**config.mk**
```make
export PLATFORM = sky130hd
export DESIGN_NAME = tile_addr_walker
export DESIGN_NICKNAME = d
export VERILOG_FILES = /design/src/rtl/matmul_addr_pkg.sv /design/src/rtl/tile_walk_counter.sv /design/src/rtl/tile_addr_walker.sv
export SDC_FILE = /design/constraint.sdc
export NUM_CORES = 1
export LEC_CHECK = 0
export BUFFER_PORTS_ARGS = -buffer_cell sky130_fd_sc_hd__clkbuf_2
export CORE_MARGIN = 10
export CORE_UTILIZATION = 28
export CTS_CLUSTER_SIZE = 24
export DETAILED_ROUTE_END_ITERATION = 8
export GPL_ROUTABILITY_DRIVEN = 0
export GPL_TIMING_DRIVEN = 1
export PLACE_DENSITY_LB_ADDON = 0.12
export SYNTH_ARGS = -nofsm -noshare
export SYNTH_HDL_FRONTEND = slang
export SYNTH_SLANG_ARGS = --single-unit
```
**constraint.sdc**
```tcl
create_clock -name clk -period 10.7 [get_ports clk]
set_input_delay 2.14 -clock clk [delete_from_list [all_inputs] [get_ports clk]]
set_output_delay 2.14 -clock clk [all_outputs]
set_load 0.02 [all_outputs]
```
**src/rtl/matmul_addr_pkg.sv**
```systemverilog
// Shared types and helpers for the matrix-multiplier operand address walkers.
package matmul_addr_pkg;

    typedef enum logic [1:0] {
        IDLE,
        EMIT,
        DONE
    } walk_state_e;

    typedef enum logic {
        BAND_MAJOR,
        CHUNK_MAJOR
    } walk_mode_e;

    // Elaboration-time / constant-divisor ceiling division.
    function automatic int unsigned ceil_div(input int unsigned a, input int unsigned b);
        return (a + b - 1) / b;
    endfunction

endpackage

```
**src/rtl/tile_walk_counter.sv**
```systemverilog
// Nested row / inner / outer / pass position counter for the tile walker.
// The *_last flags are registered and always describe the current position,
// so they double as the carries for the next step.
module tile_walk_counter
    import matmul_addr_pkg::*;
#(
    parameter int DIM_WIDTH    = 16,
    parameter int REPEAT_WIDTH = 4,
    parameter int TILE_ROWS    = 4
) (
    input  logic                    clk,
    input  logic                    reset,
    input  logic                    load_i,
    input  logic                    step_i,
    input  walk_mode_e              mode_i,
    input  logic [DIM_WIDTH-1:0]    inner_max_i,
    input  logic [DIM_WIDTH-1:0]    outer_max_i,
    input  logic [DIM_WIDTH-1:0]    band_max_i,
    input  logic [DIM_WIDTH-1:0]    last_rows_m1_i,
    input  logic [REPEAT_WIDTH-1:0] repeat_i,
    output logic                    row_last_o,
    output logic                    inner_last_o,
    output logic                    outer_last_o,
    output logic                    walk_last_o
);

    localparam logic [DIM_WIDTH-1:0] FULL_ROWS_M1 = DIM_WIDTH'(TILE_ROWS - 1);

    logic [DIM_WIDTH-1:0]    row_q, row_d, in_q, in_d, out_q, out_d;
    logic [REPEAT_WIDTH-1:0] pass_q, pass_d;
    logic                    row_last_q, in_last_q, out_last_q, pass_last_q, walk_last_q;
    logic [DIM_WIDTH-1:0]    band_idx_d, row_max_d;
    logic                    row_last_d, in_last_d, out_last_d, pass_last_d;

    // Next position: row is the fastest digit, then inner, outer, pass.
    always_comb begin
        row_d  = row_q;
        in_d   = in_q;
        out_d  = out_q;
        pass_d = pass_q;
        if (load_i) begin
            row_d  = '0;
            in_d   = '0;
            out_d  = '0;
            pass_d = '0;
        end else if (step_i) begin
            if (!row_last_q) begin
                row_d = row_q + DIM_WIDTH'(1);
            end else begin
                row_d = '0;
                if (!in_last_q) begin
                    in_d = in_q + DIM_WIDTH'(1);
                end else begin
                    in_d = '0;
                    if (!out_last_q) begin
                        out_d = out_q + DIM_WIDTH'(1);
                    end else begin
                        out_d  = '0;
                        pass_d = pass_q + REPEAT_WIDTH'(1);
                    end
                end
            end
        end
    end

    // Flags of the next position; the final band may hold fewer rows.
    always_comb begin
        band_idx_d  = (mode_i == CHUNK_MAJOR) ? in_d : out_d;
        row_max_d   = (band_idx_d == band_max_i) ? last_rows_m1_i : FULL_ROWS_M1;
        row_last_d  = (row_d == row_max_d);
        in_last_d   = (in_d == inner_max_i);
        out_last_d  = (out_d == outer_max_i);
        pass_last_d = (pass_d == repeat_i);
    end

    // Position and flag registers.
    always_ff @(posedge clk) begin
        if (reset) begin
            row_q       <= '0;
            in_q        <= '0;
            out_q       <= '0;
            pass_q      <= '0;
            row_last_q  <= 1'b0;
            in_last_q   <= 1'b0;
            out_last_q  <= 1'b0;
            pass_last_q <= 1'b0;
            walk_last_q <= 1'b0;
        end else begin
            row_q       <= row_d;
            in_q        <= in_d;
            out_q       <= out_d;
            pass_q      <= pass_d;
            row_last_q  <= row_last_d;
            in_last_q   <= in_last_d;
            out_last_q  <= out_last_d;
            pass_last_q <= pass_last_d;
            walk_last_q <= row_last_d & in_last_d & out_last_d & pass_last_d;
        end
    end

    assign row_last_o   = row_last_q;
    assign inner_last_o = in_last_q;
    assign outer_last_o = out_last_q;
    assign walk_last_o  = walk_last_q;

endmodule

```
**src/rtl/tile_addr_walker.sv**
```systemverilog
// Operand tile address walker: emits one byte address per tile row over a
// valid/ready stream, band-major or chunk-major, with repeat and abort.
module tile_addr_walker
    import matmul_addr_pkg::*;
#(
    parameter int ADDR_WIDTH       = 16,
    parameter int DIM_WIDTH        = 16,
    parameter int BUS_WIDTH_BYTES  = 32,
    parameter int DATA_WIDTH_BYTES = 1,
    parameter int TILE_ROWS        = 4,
    parameter int REPEAT_WIDTH     = 4
) (
    input  logic                    clk,
    input  logic                    reset,
    input  logic                    start_i,
    input  logic                    abort_i,
    input  logic                    mode_i,
    input  logic [DIM_WIDTH-1:0]    rows_i,
    input  logic [DIM_WIDTH-1:0]    cols_i,
    input  logic [DIM_WIDTH-1:0]    pitch_i,
    input  logic [ADDR_WIDTH-1:0]   base_addr_i,
    input  logic [REPEAT_WIDTH-1:0] repeat_i,
    output logic [ADDR_WIDTH-1:0]   addr_o,
    output logic                    addr_valid_o,
    input  logic                    addr_ready_i,
    output logic                    tile_last_o,
    output logic                    walk_last_o,
    output logic                    busy_o,
    output logic                    done_o
);

    localparam int ELEMENTS = BUS_WIDTH_BYTES / DATA_WIDTH_BYTES;
    localparam int TR_SHIFT = $clog2(TILE_ROWS);
    localparam logic [DIM_WIDTH-1:0]  FULL_ROWS_M1 = DIM_WIDTH'(TILE_ROWS - 1);
    localparam logic [ADDR_WIDTH-1:0] CHUNK_STEP   = ADDR_WIDTH'(BUS_WIDTH_BYTES);

    walk_state_e             state_q, state_d;
    logic                    load, step, zero_dim;
    walk_mode_e              mode_q, mode_eff;
    logic [DIM_WIDTH-1:0]    chunks_m1_q, bands_m1_q, last_rows_m1_q;
    logic [DIM_WIDTH-1:0]    chunks_m1_n, bands_m1_n, last_rows_m1_n;
    logic [DIM_WIDTH-1:0]    chunks_m1_eff, bands_m1_eff, last_rows_m1_eff;
    logic [REPEAT_WIDTH-1:0] repeat_q, repeat_eff;
    logic [ADDR_WIDTH-1:0]   base_q, pitch_q, inner_step_q, outer_step_q, band_step_n;
    logic [ADDR_WIDTH-1:0]   addr_q, addr_d, tile_base_q, tile_base_d, outer_base_q, outer_base_d;
    logic [ADDR_WIDTH-1:0]   tile_next, outer_next;
    logic                    row_last, inner_last, outer_last, walk_last;
    logic                    valid_q, busy_q, done_q;

    assign zero_dim       = (rows_i == '0) || (cols_i == '0);
    assign chunks_m1_n    = DIM_WIDTH'(ceil_div(32'(cols_i), ELEMENTS) - 32'd1);
    assign bands_m1_n     = DIM_WIDTH'(ceil_div(32'(rows_i), TILE_ROWS) - 32'd1);
    assign last_rows_m1_n = (rows_i - DIM_WIDTH'(1)) & FULL_ROWS_M1;
    assign band_step_n    = ADDR_WIDTH'(pitch_i) << TR_SHIFT;

    // The counter computes its next flags in the load cycle, so it sees the
    // incoming configuration directly rather than the not-yet-captured copy.
    assign mode_eff         = load ? walk_mode_e'(mode_i) : mode_q;
    assign chunks_m1_eff    = load ? chunks_m1_n : chunks_m1_q;
    assign bands_m1_eff     = load ? bands_m1_n : bands_m1_q;
    assign last_rows_m1_eff = load ? last_rows_m1_n : last_rows_m1_q;
    assign repeat_eff       = load ? repeat_i : repeat_q;

    // Walk control: next state plus load/step strobes; abort overrides all.
    always_comb begin
        state_d = state_q;
        load    = 1'b0;
        step    = 1'b0;
        case (state_q)
            IDLE: begin
                if (start_i) begin
                    if (zero_dim) begin
                        state_d = DONE;
                    end else begin
                        state_d = EMIT;
                        load    = 1'b1;
                    end
                end
            end
            EMIT: begin
                if (addr_ready_i) begin
                    step = 1'b1;
                    if (walk_last) state_d = DONE;
                end
            end
            DONE:    state_d = IDLE;
            default: state_d = IDLE;
        endcase
        if (abort_i) begin
            state_d = IDLE;
            load    = 1'b0;
            step    = 1'b0;
        end
    end

    tile_walk_counter #(
        .DIM_WIDTH    (DIM_WIDTH),
        .REPEAT_WIDTH (REPEAT_WIDTH),
        .TILE_ROWS    (TILE_ROWS)
    ) u_counter (
        .clk            (clk),
        .reset          (reset),
        .load_i         (load),
        .step_i         (step),
        .mode_i         (mode_eff),
        .inner_max_i    ((mode_eff == CHUNK_MAJOR) ? bands_m1_eff : chunks_m1_eff),
        .outer_max_i    ((mode_eff == CHUNK_MAJOR) ? chunks_m1_eff : bands_m1_eff),
        .band_max_i     (bands_m1_eff),
        .last_rows_m1_i (last_rows_m1_eff),
        .repeat_i       (repeat_eff),
        .row_last_o     (row_last),
        .inner_last_o   (inner_last),
        .outer_last_o   (outer_last),
        .walk_last_o    (walk_last)
    );

    // Configuration capture at launch; inputs are ignored afterwards.
    always_ff @(posedge clk) begin
        if (reset) begin
            mode_q         <= BAND_MAJOR;
            chunks_m1_q    <= '0;
            bands_m1_q     <= '0;
            last_rows_m1_q <= '0;
            repeat_q       <= '0;
            base_q         <= '0;
            pitch_q        <= '0;
            inner_step_q   <= '0;
            outer_step_q   <= '0;
        end else if (load) begin
            mode_q         <= walk_mode_e'(mode_i);
            chunks_m1_q    <= chunks_m1_n;
            bands_m1_q     <= bands_m1_n;
            last_rows_m1_q <= last_rows_m1_n;
            repeat_q       <= repeat_i;
            base_q         <= base_addr_i;
            pitch_q        <= ADDR_WIDTH'(pitch_i);
            inner_step_q   <= mode_i ? band_step_n : CHUNK_STEP;
            outer_step_q   <= mode_i ? CHUNK_STEP : band_step_n;
        end
    end

    assign tile_next  = tile_base_q + inner_step_q;
    assign outer_next = outer_base_q + outer_step_q;

    // Address accumulators: row within tile, tile start, outer-loop start.
    always_comb begin
        addr_d       = addr_q;
        tile_base_d  = tile_base_q;
        outer_base_d = outer_base_q;
        if (load) begin
            addr_d       = base_addr_i;
            tile_base_d  = base_addr_i;
            outer_base_d = base_addr_i;
        end else if (step) begin
            if (!row_last) begin
                addr_d = addr_q + pitch_q;
            end else if (!inner_last) begin
                tile_base_d = tile_next;
                addr_d      = tile_next;
            end else if (!outer_last) begin
                outer_base_d = outer_next;
                tile_base_d  = outer_next;
                addr_d       = outer_next;
            end else begin
                outer_base_d = base_q;
                tile_base_d  = base_q;
                addr_d       = base_q;
            end
        end
    end

    // State, address and status registers.
    always_ff @(posedge clk) begin
        if (reset) begin
            state_q      <= IDLE;
            addr_q       <= '0;
            tile_base_q  <= '0;
            outer_base_q <= '0;
            valid_q      <= 1'b0;
            busy_q       <= 1'b0;
            done_q       <= 1'b0;
        end else begin
            state_q      <= state_d;
            addr_q       <= addr_d;
            tile_base_q  <= tile_base_d;
            outer_base_q <= outer_base_d;
            valid_q      <= (state_d == EMIT);
            busy_q       <= (state_d != IDLE);
            done_q       <= (state_d == DONE);
        end
    end

    assign addr_o       = addr_q;
    assign addr_valid_o = valid_q;
    assign tile_last_o  = row_last;
    assign walk_last_o  = walk_last;
    assign busy_o       = busy_q;
    assign done_o       = done_q;

endmodule

```
======== Yosys cells after proc, flatten, opt, wreduce, memory -nomap -nowiden ========
Cells that the tools add are included.
storage, ports and cells
  bits in registers ....................... 226
  latch bits .............................. 0
  RAM bits ................................ 0
  memory bits (read-only) ................. 0
  input bits .............................. 74
  output and inout port bits .............. 21
  word-level logic and storage cells ...... 112
  memories kept ........................... 0
cells by class
  $add $sub $neg .......................... 14
  multiply operators ...................... 0
  div/mod/pow operators ................... 0
  $lt $le $gt $ge ......................... 0
  equality and inequality tests ........... 8
  shifts and indexed selects .............. 0
  muxes and demuxes ....................... 53
  bitwise operators ....................... 3
  reduce and logical (&&, ||, !) cells .... 10
operator list
  operator                                                                number
  16-bit 2-to-1 mux                                                       33
  16-bit equality test                                                    4
  16-bit by 1-bit adder with 16-bit output (second input constant)        3
  16-bit adder                                                            3
  17-bit by 1-bit subtractor with 18-bit output (second input constant)   2
  16-bit logical NOT                                                      2
  16-bit by 1-bit subtractor with 16-bit output (second input constant)   2
  4-bit 2-to-1 mux                                                        6
  16-bit by 3-bit adder with 17-bit output (second input constant)        1
  16-bit by 6-bit adder with 17-bit output (second input constant)        1
  2-bit 2-to-1 mux                                                        5
  1-bit 2-to-1 mux                                                        8
  2-bit nonzero test                                                      4
  4-bit by 1-bit adder with 4-bit output (second input constant)          1
  2-bit by 1-bit equality test with 1-bit output (second input constant)  2
  4-bit equality test                                                     1
  2-bit case mux with 2 select lines                                      1
  1-bit AND                                                               3
  3-bit AND reduction                                                     1
  2-bit equality test (second input constant)                             1
  2-bit logical NOT                                                       1
  2-bit AND reduction                                                     1
  2-bit by 1-bit subtractor with 2-bit output (second input constant)     1
  1-bit logical OR                                                        1

======== Logic depth before layout (Yosys ltp) ========
  depth in word-level cells ............... 14
  gate-level depth with buffers ........... 19
  gate-level depth less buffers ........... 17

======== Cells and area by module ========
From an unflattened synthesis, not the netlist that was laid out.
unflattened totals
  cell total of the unflattened synthesis .. 1869
  area total of the unflattened synthesis .. 14456.4 µm²
by module, submodules not included
  module             instances  cells each  area an instance (µm²)  seq. area each (µm²)
  tile_addr_walker   1          1281        9927.0                  3323.2
  tile_walk_counter  1          588         4529.3                  1121.1

======== Worst setup path before layout ========
Ideal clock, no wire load.
  path kind ............................... input -> register
  start ................................... in rows_i[0]
  end ..................................... reg u_counter.walk_last_q, in the netlist u_counter.walk_last_o
  setup time .............................. 0.092 ns
  arrival time ............................ 5.979 ns
  data required time ...................... 10.608 ns
  setup slack ............................. 4.629 ns
  stages on the path ...................... 16
  path buffers ............................ 2
  cells stage by stage .................... buf_6 > inv_1 > ha_1 > buf_2 > nand4b_1 > o41a_1 > or2_2 > or4_1 > o2bb2ai_1 > o211ai_2 > o2111ai_2 > a211oi_4 > nand3_4 > a221o_1 > or4b_1 > nor4_1
between the ends
  word-level cells in the longest chain between the ends .. 14
  elaborated cells between the ends (all ways) .. 31
  those cells by class .................... add/sub (4); eq/ne (5); mux (17); bitwise (3); reduce/logical (2)
RTL lines
  element                                                                                 line                     text
  from (decl)                                                                             tile_addr_walker.sv:18   input logic [DIM_WIDTH-1:0] rows_i,
  branches (longest 13 deep; another with 17-bit by 1-bit subtractor with 18-bit output)  --
  1-bit AND *                                                                             tile_walk_counter.sv:97  walk_last_q <= row_last_d & in_last_d & out_last_d & pass_last_d;
  to (signal assigned)                                                                    tile_walk_counter.sv:97
  to (decl)                                                                               tile_walk_counter.sv:31  logic row_last_q, in_last_q, out_last_q, pass_last_q, walk_last_q;
Every way passes the cells marked *.
A chain may end at the register's enable or synchronous reset.

======== Worst setup path after layout ========
Same ends and word-level chain as after synthesis.

==> out/summary.md <==
- 1 — total number of H-tree levels
- 1.03 ns — worst slew pin tran
- false — setup repair after global routing missed its margin
- 4.69% — adder-cell area share of the yosys netlist
- sky130_fd_sc_hd__dfxtp_1 — leading area contributor after synthesis
- 73 — pin count of the biggest net entering global routing
- 0 — post-CTS sizing
- 3 — maximum number of buffers from clock root to sink
- 1.72 mm — met3 wirelength from detailed routing
- 1997 — number of nets at the end of the flow
- 11.18 ns — data required time at the worst endpoint
- 148 MHz — Max Freq
- 31.5% — part of the Yosys area used for sequential elements
- register — crit end category
- 82 — total number of placement rows
- 2 — instance count along the most critical hold path
- sky130_fd_sc_hd__clkbuf_16 — root buf cell
- 5.20 — detailed-route vias per instance
- 0 — yosys synthesis warning count
- 916 — violation count after the first detailed-route iteration
- 16.5% — total routing resource utilization after global routing
- 1953 — net count of the mapped netlist
- 244 um — horizontal die dimension
- 0 — final setup fails
- 31.1% — max-slew headroom at the worst pin
- 15200 um^2 — DP Area
- 0.06 ns — clock slew seen by the registers of the worst setup and hold paths
- 0 — total of hold buffers inserted after clock tree synthesis
- 23.5 mm — met2 WL
- 1828 — post-synthesis cell count
- 28.2% — initial core utilization
- 0.00600 uW — cell leakage power
- simple AND/OR/NAND/NOR gates — dominant combinational cell family by area after synthesis
- 0 — Overflow after GRT
- 4440 um^2 — area taken by flip-flops and latches
- 19.8 um — WL/cell
- 21.4% — synthesized-area fraction occupied by ao, oa, aoi and oai cells
- 13000 — via count of the first global-routing pass
- 63.3% — final worst-path cycle share
- met4 — highest metal layer with signal wires
- 7.25 ns — arrival time at the worst endpoint
- 14.8% — layout overhead on the synthesized area
- register to register — class of the tightest hold or removal check
- 133 nW/um^2 — areal power density over the cells
- 86 — number of unique standard cell types used by synthesis
- 0 — total setup buffers inserted after CTS
- 0.144 mV — Max IR drop VDD
- 28 — number of CTS-inserted buffers
- 10.7% — fraction of layout instances using a drive strength above 1
- 50.9 mm — detailed-route wire length
- 0 — final count of hold timing violations
- 3.44% — portion of netlist area occupied by mux cells
- 0 ns — Sum Neg Setup Slack
- 0.58 ns — clock latency at the later pin of the worst-skew pair
- 16200 um^2 — post-route design area
- 31.5% — proportion of netlist area held by the largest area contributor
- 14100 um^2 — Syn Std Cell Area
- 95 — Boundary Pins
- 78.5 mm — first-pass GRT wire length
- 59700 um^2 — area of the die
- 244 um — die boundary height
- 6.77 ns — Tmin final
- sky130_fd_sc_hd__dfxtp_1 — primary flip-flop cell chosen by synthesis mapping
- 24.2 mm — detailed-route wire length on metal 1
- 0 — antenna violations before repair
- 222 — number of synthesized register bits
- complete, no violations — outcome
- 7.71 um^2 — mean instance size in the synthesized netlist
- 0 — Final Max Tran Viols
- 94 — count of port buffers added during placement
- 5 — iteration count of the initial detailed-routing pass
- 50000 um^2 — core region area
- 5.57 ns — reg-to-reg setup timing slack
- input pin — Critical Path Start Type
- 5395 — fill cell total of the finished layout
- 0 — Max Cap Viol
- 9.24% — Synth Area in XOR/XNOR
- sky130_fd_sc_hd__dfxtp_1 32%, sky130_fd_sc_hd__nand2_1 6.1%, sky130_fd_sc_hd__a21oi_1 5.9%, sky130_fd_sc_hd__xnor2_1 5.3%, sky130_fd_sc_hd__nor2_1 5.1% — top post-synthesis cells by area
- 0% — share of flip-flops with an asynchronous set or reset
- 0.0223 ns — final clock skew
- 13300 — total vias in the final route
- 0 — number of synthesized flops with an enable pin
- 0 — antenna cell count
- input pin to register — worst setup path category
- 0 — post-route antenna net violation count
- 13 — depth of the worst register-to-register path
- 222 — sink count of the clock tree
- built — CTS tree
- 46 — Max Fanout on Critical Path
- 36.8 mm — half-perimeter wire length after detailed placement
- 25.8% — area share of and/or/nand/nor cells after synthesis
- 9150 um^2 — total area of multi-input combinational cells
- 0 — drt drc
==> path summary, 6_finish.rpt <==
path	endpoint	start
max	u_counter.walk_last_o	rows_i[0]
min	base_q[13]	base_q[13]
max reg2reg	u_counter.walk_last_o	u_counter.outer_last_o
min reg2reg	base_q[13]	base_q[13]
==> cells in the final DEF (no fill, tap or decap), types with 14 or more instances in the layout <==
cell type,Yosys,routed
sky130_fd_sc_hd__ha_1,48,48
sky130_fd_sc_hd__nand3_1,57,56
sky130_fd_sc_hd__nor3_1,65,63
sky130_fd_sc_hd__xnor2_1,86,86
sky130_fd_sc_hd__nand3b_1,18,18
sky130_fd_sc_hd__clkbuf_2,0,93
sky130_fd_sc_hd__clkbuf_16,0,28
sky130_fd_sc_hd__nor2b_1,14,14
sky130_fd_sc_hd__or3_1,16,16
sky130_fd_sc_hd__o31ai_1,18,17
sky130_fd_sc_hd__and2_1,33,33
sky130_fd_sc_hd__nor4_1,24,23
sky130_fd_sc_hd__a21oi_1,165,165
sky130_fd_sc_hd__xor2_1,57,57
sky130_fd_sc_hd__a31oi_1,24,24
sky130_fd_sc_hd__and3_1,16,16
sky130_fd_sc_hd__nand2_1,228,228
sky130_fd_sc_hd__inv_1,39,39
sky130_fd_sc_hd__o21ai_0,78,78
sky130_fd_sc_hd__dfxtp_1,222,222
sky130_fd_sc_hd__nand4_1,24,24
sky130_fd_sc_hd__mux2i_1,44,44
sky130_fd_sc_hd__o211ai_1,37,37
sky130_fd_sc_hd__buf_4,0,25
sky130_fd_sc_hd__nor2_1,190,189
==> state kept, by name (all words and copies together) (netlist names), 16 cells and up <==
signal           cells
outer_base_q        16
bands_m1_q          16
u_counter.in_q      16
addr_o              16
pitch_q             16
tile_base_q         16
u_counter.out_q     16
u_counter.row_q     16
base_q              16
chunks_m1_q         16
last_rows_m1_q      16
==> routing by layer <==
layer | track usage [%] | vias to the layer above
met3 | 2.23 | 79
li1 | - | 6674
met1 | 22.0 | 6342
met5 | 0 | -
met2 | 27.3 | 236
met4 | 4.79 | 0
==> logic make-up (layout without fill, tap and decap cells) <==
kind of cell / count (synthesis) / in the layout
simple gates: 749 / 749
compound gates: 469 / 469
flops: 222 / 222
xor+xnor: 145 / 145
buf+inv: 144 / 209
fa+ha+maj: 51 / 51
mux: 48 / 48
==> layout make-up <==
cell class,count,area share [%]
sequential,222,27.5
inverter,39,0.905
tap,672,5.20
clock inverter,13,0.851
timing repair buffer,119,4.11
multi-input combinational,1462,56.5
clock buffer,38,4.93
==> critical path, stage by stage <==
cell and delay (ns):
sky130_fd_sc_hd__clkbuf_2 0.16, sky130_fd_sc_hd__inv_1 0.11, sky130_fd_sc_hd__ha_1 0.31, sky130_fd_sc_hd__nor2b_1 0.27, sky130_fd_sc_hd__nand2_1 0.13, sky130_fd_sc_hd__or4_1 0.62
sky130_fd_sc_hd__nand3_4 0.48, sky130_fd_sc_hd__buf_4 0.57, sky130_fd_sc_hd__a41oi_1 0.22, sky130_fd_sc_hd__xnor2_1 0.17, sky130_fd_sc_hd__a2111o_1 0.37, sky130_fd_sc_hd__a211oi_4 0.39
sky130_fd_sc_hd__nand3_4 0.16, sky130_fd_sc_hd__a221o_1 0.34, sky130_fd_sc_hd__or4b_1 0.52, sky130_fd_sc_hd__nor4_1 0.27
==> synthesized netlist by cell type (all sizes together), types with 11 or more instances <==
library cell,number
xnor2,87
a31oi,24
a211oi,14
buf,19
nand2,228
nor4,25
a21o,12
nor3,65
dfxtp,222
inv,39
nor2b,14
ha,48
o21ai,82
xor2,57
o31ai,18
or3,16
o31a,11
nor2,191
mux2i,44
nand4,24
clkbuf,86
nand3,58
or2,12
a21oi,165
and3,16
o211ai,39
and2,33
nand3b,18
==> report_power, final <==
group          switching [uW]  total (uW)  internal (uW)
registers                19.8         874            854
clock network             400         970            570
logic                     204         315            111
==> metrics by stage <==
| step | total power, uW | utilization (%) | hold slack [ns] | std cells | setup WS [ns] |
|---|---|---|---|---|---|
| floorplan | 1100 | - | 0.433 | 1828 | 4.63 |
| finish | 2160 | 32.4 | 0.454 | 2565 | 3.93 |
| global route | 2260 | 32.4 | 0.472 | 2565 | 3.52 |
| CTS | 2200 | 32.4 | 0.455 | 2565 | 3.93 |
| global placement | 1210 | 30.5 | 0.442 | 2514 | 3.46 |
| detailed placement | 1210 | 30.5 | 0.447 | 2514 | 3.32 |
Power figures use the tool's default switching activity.
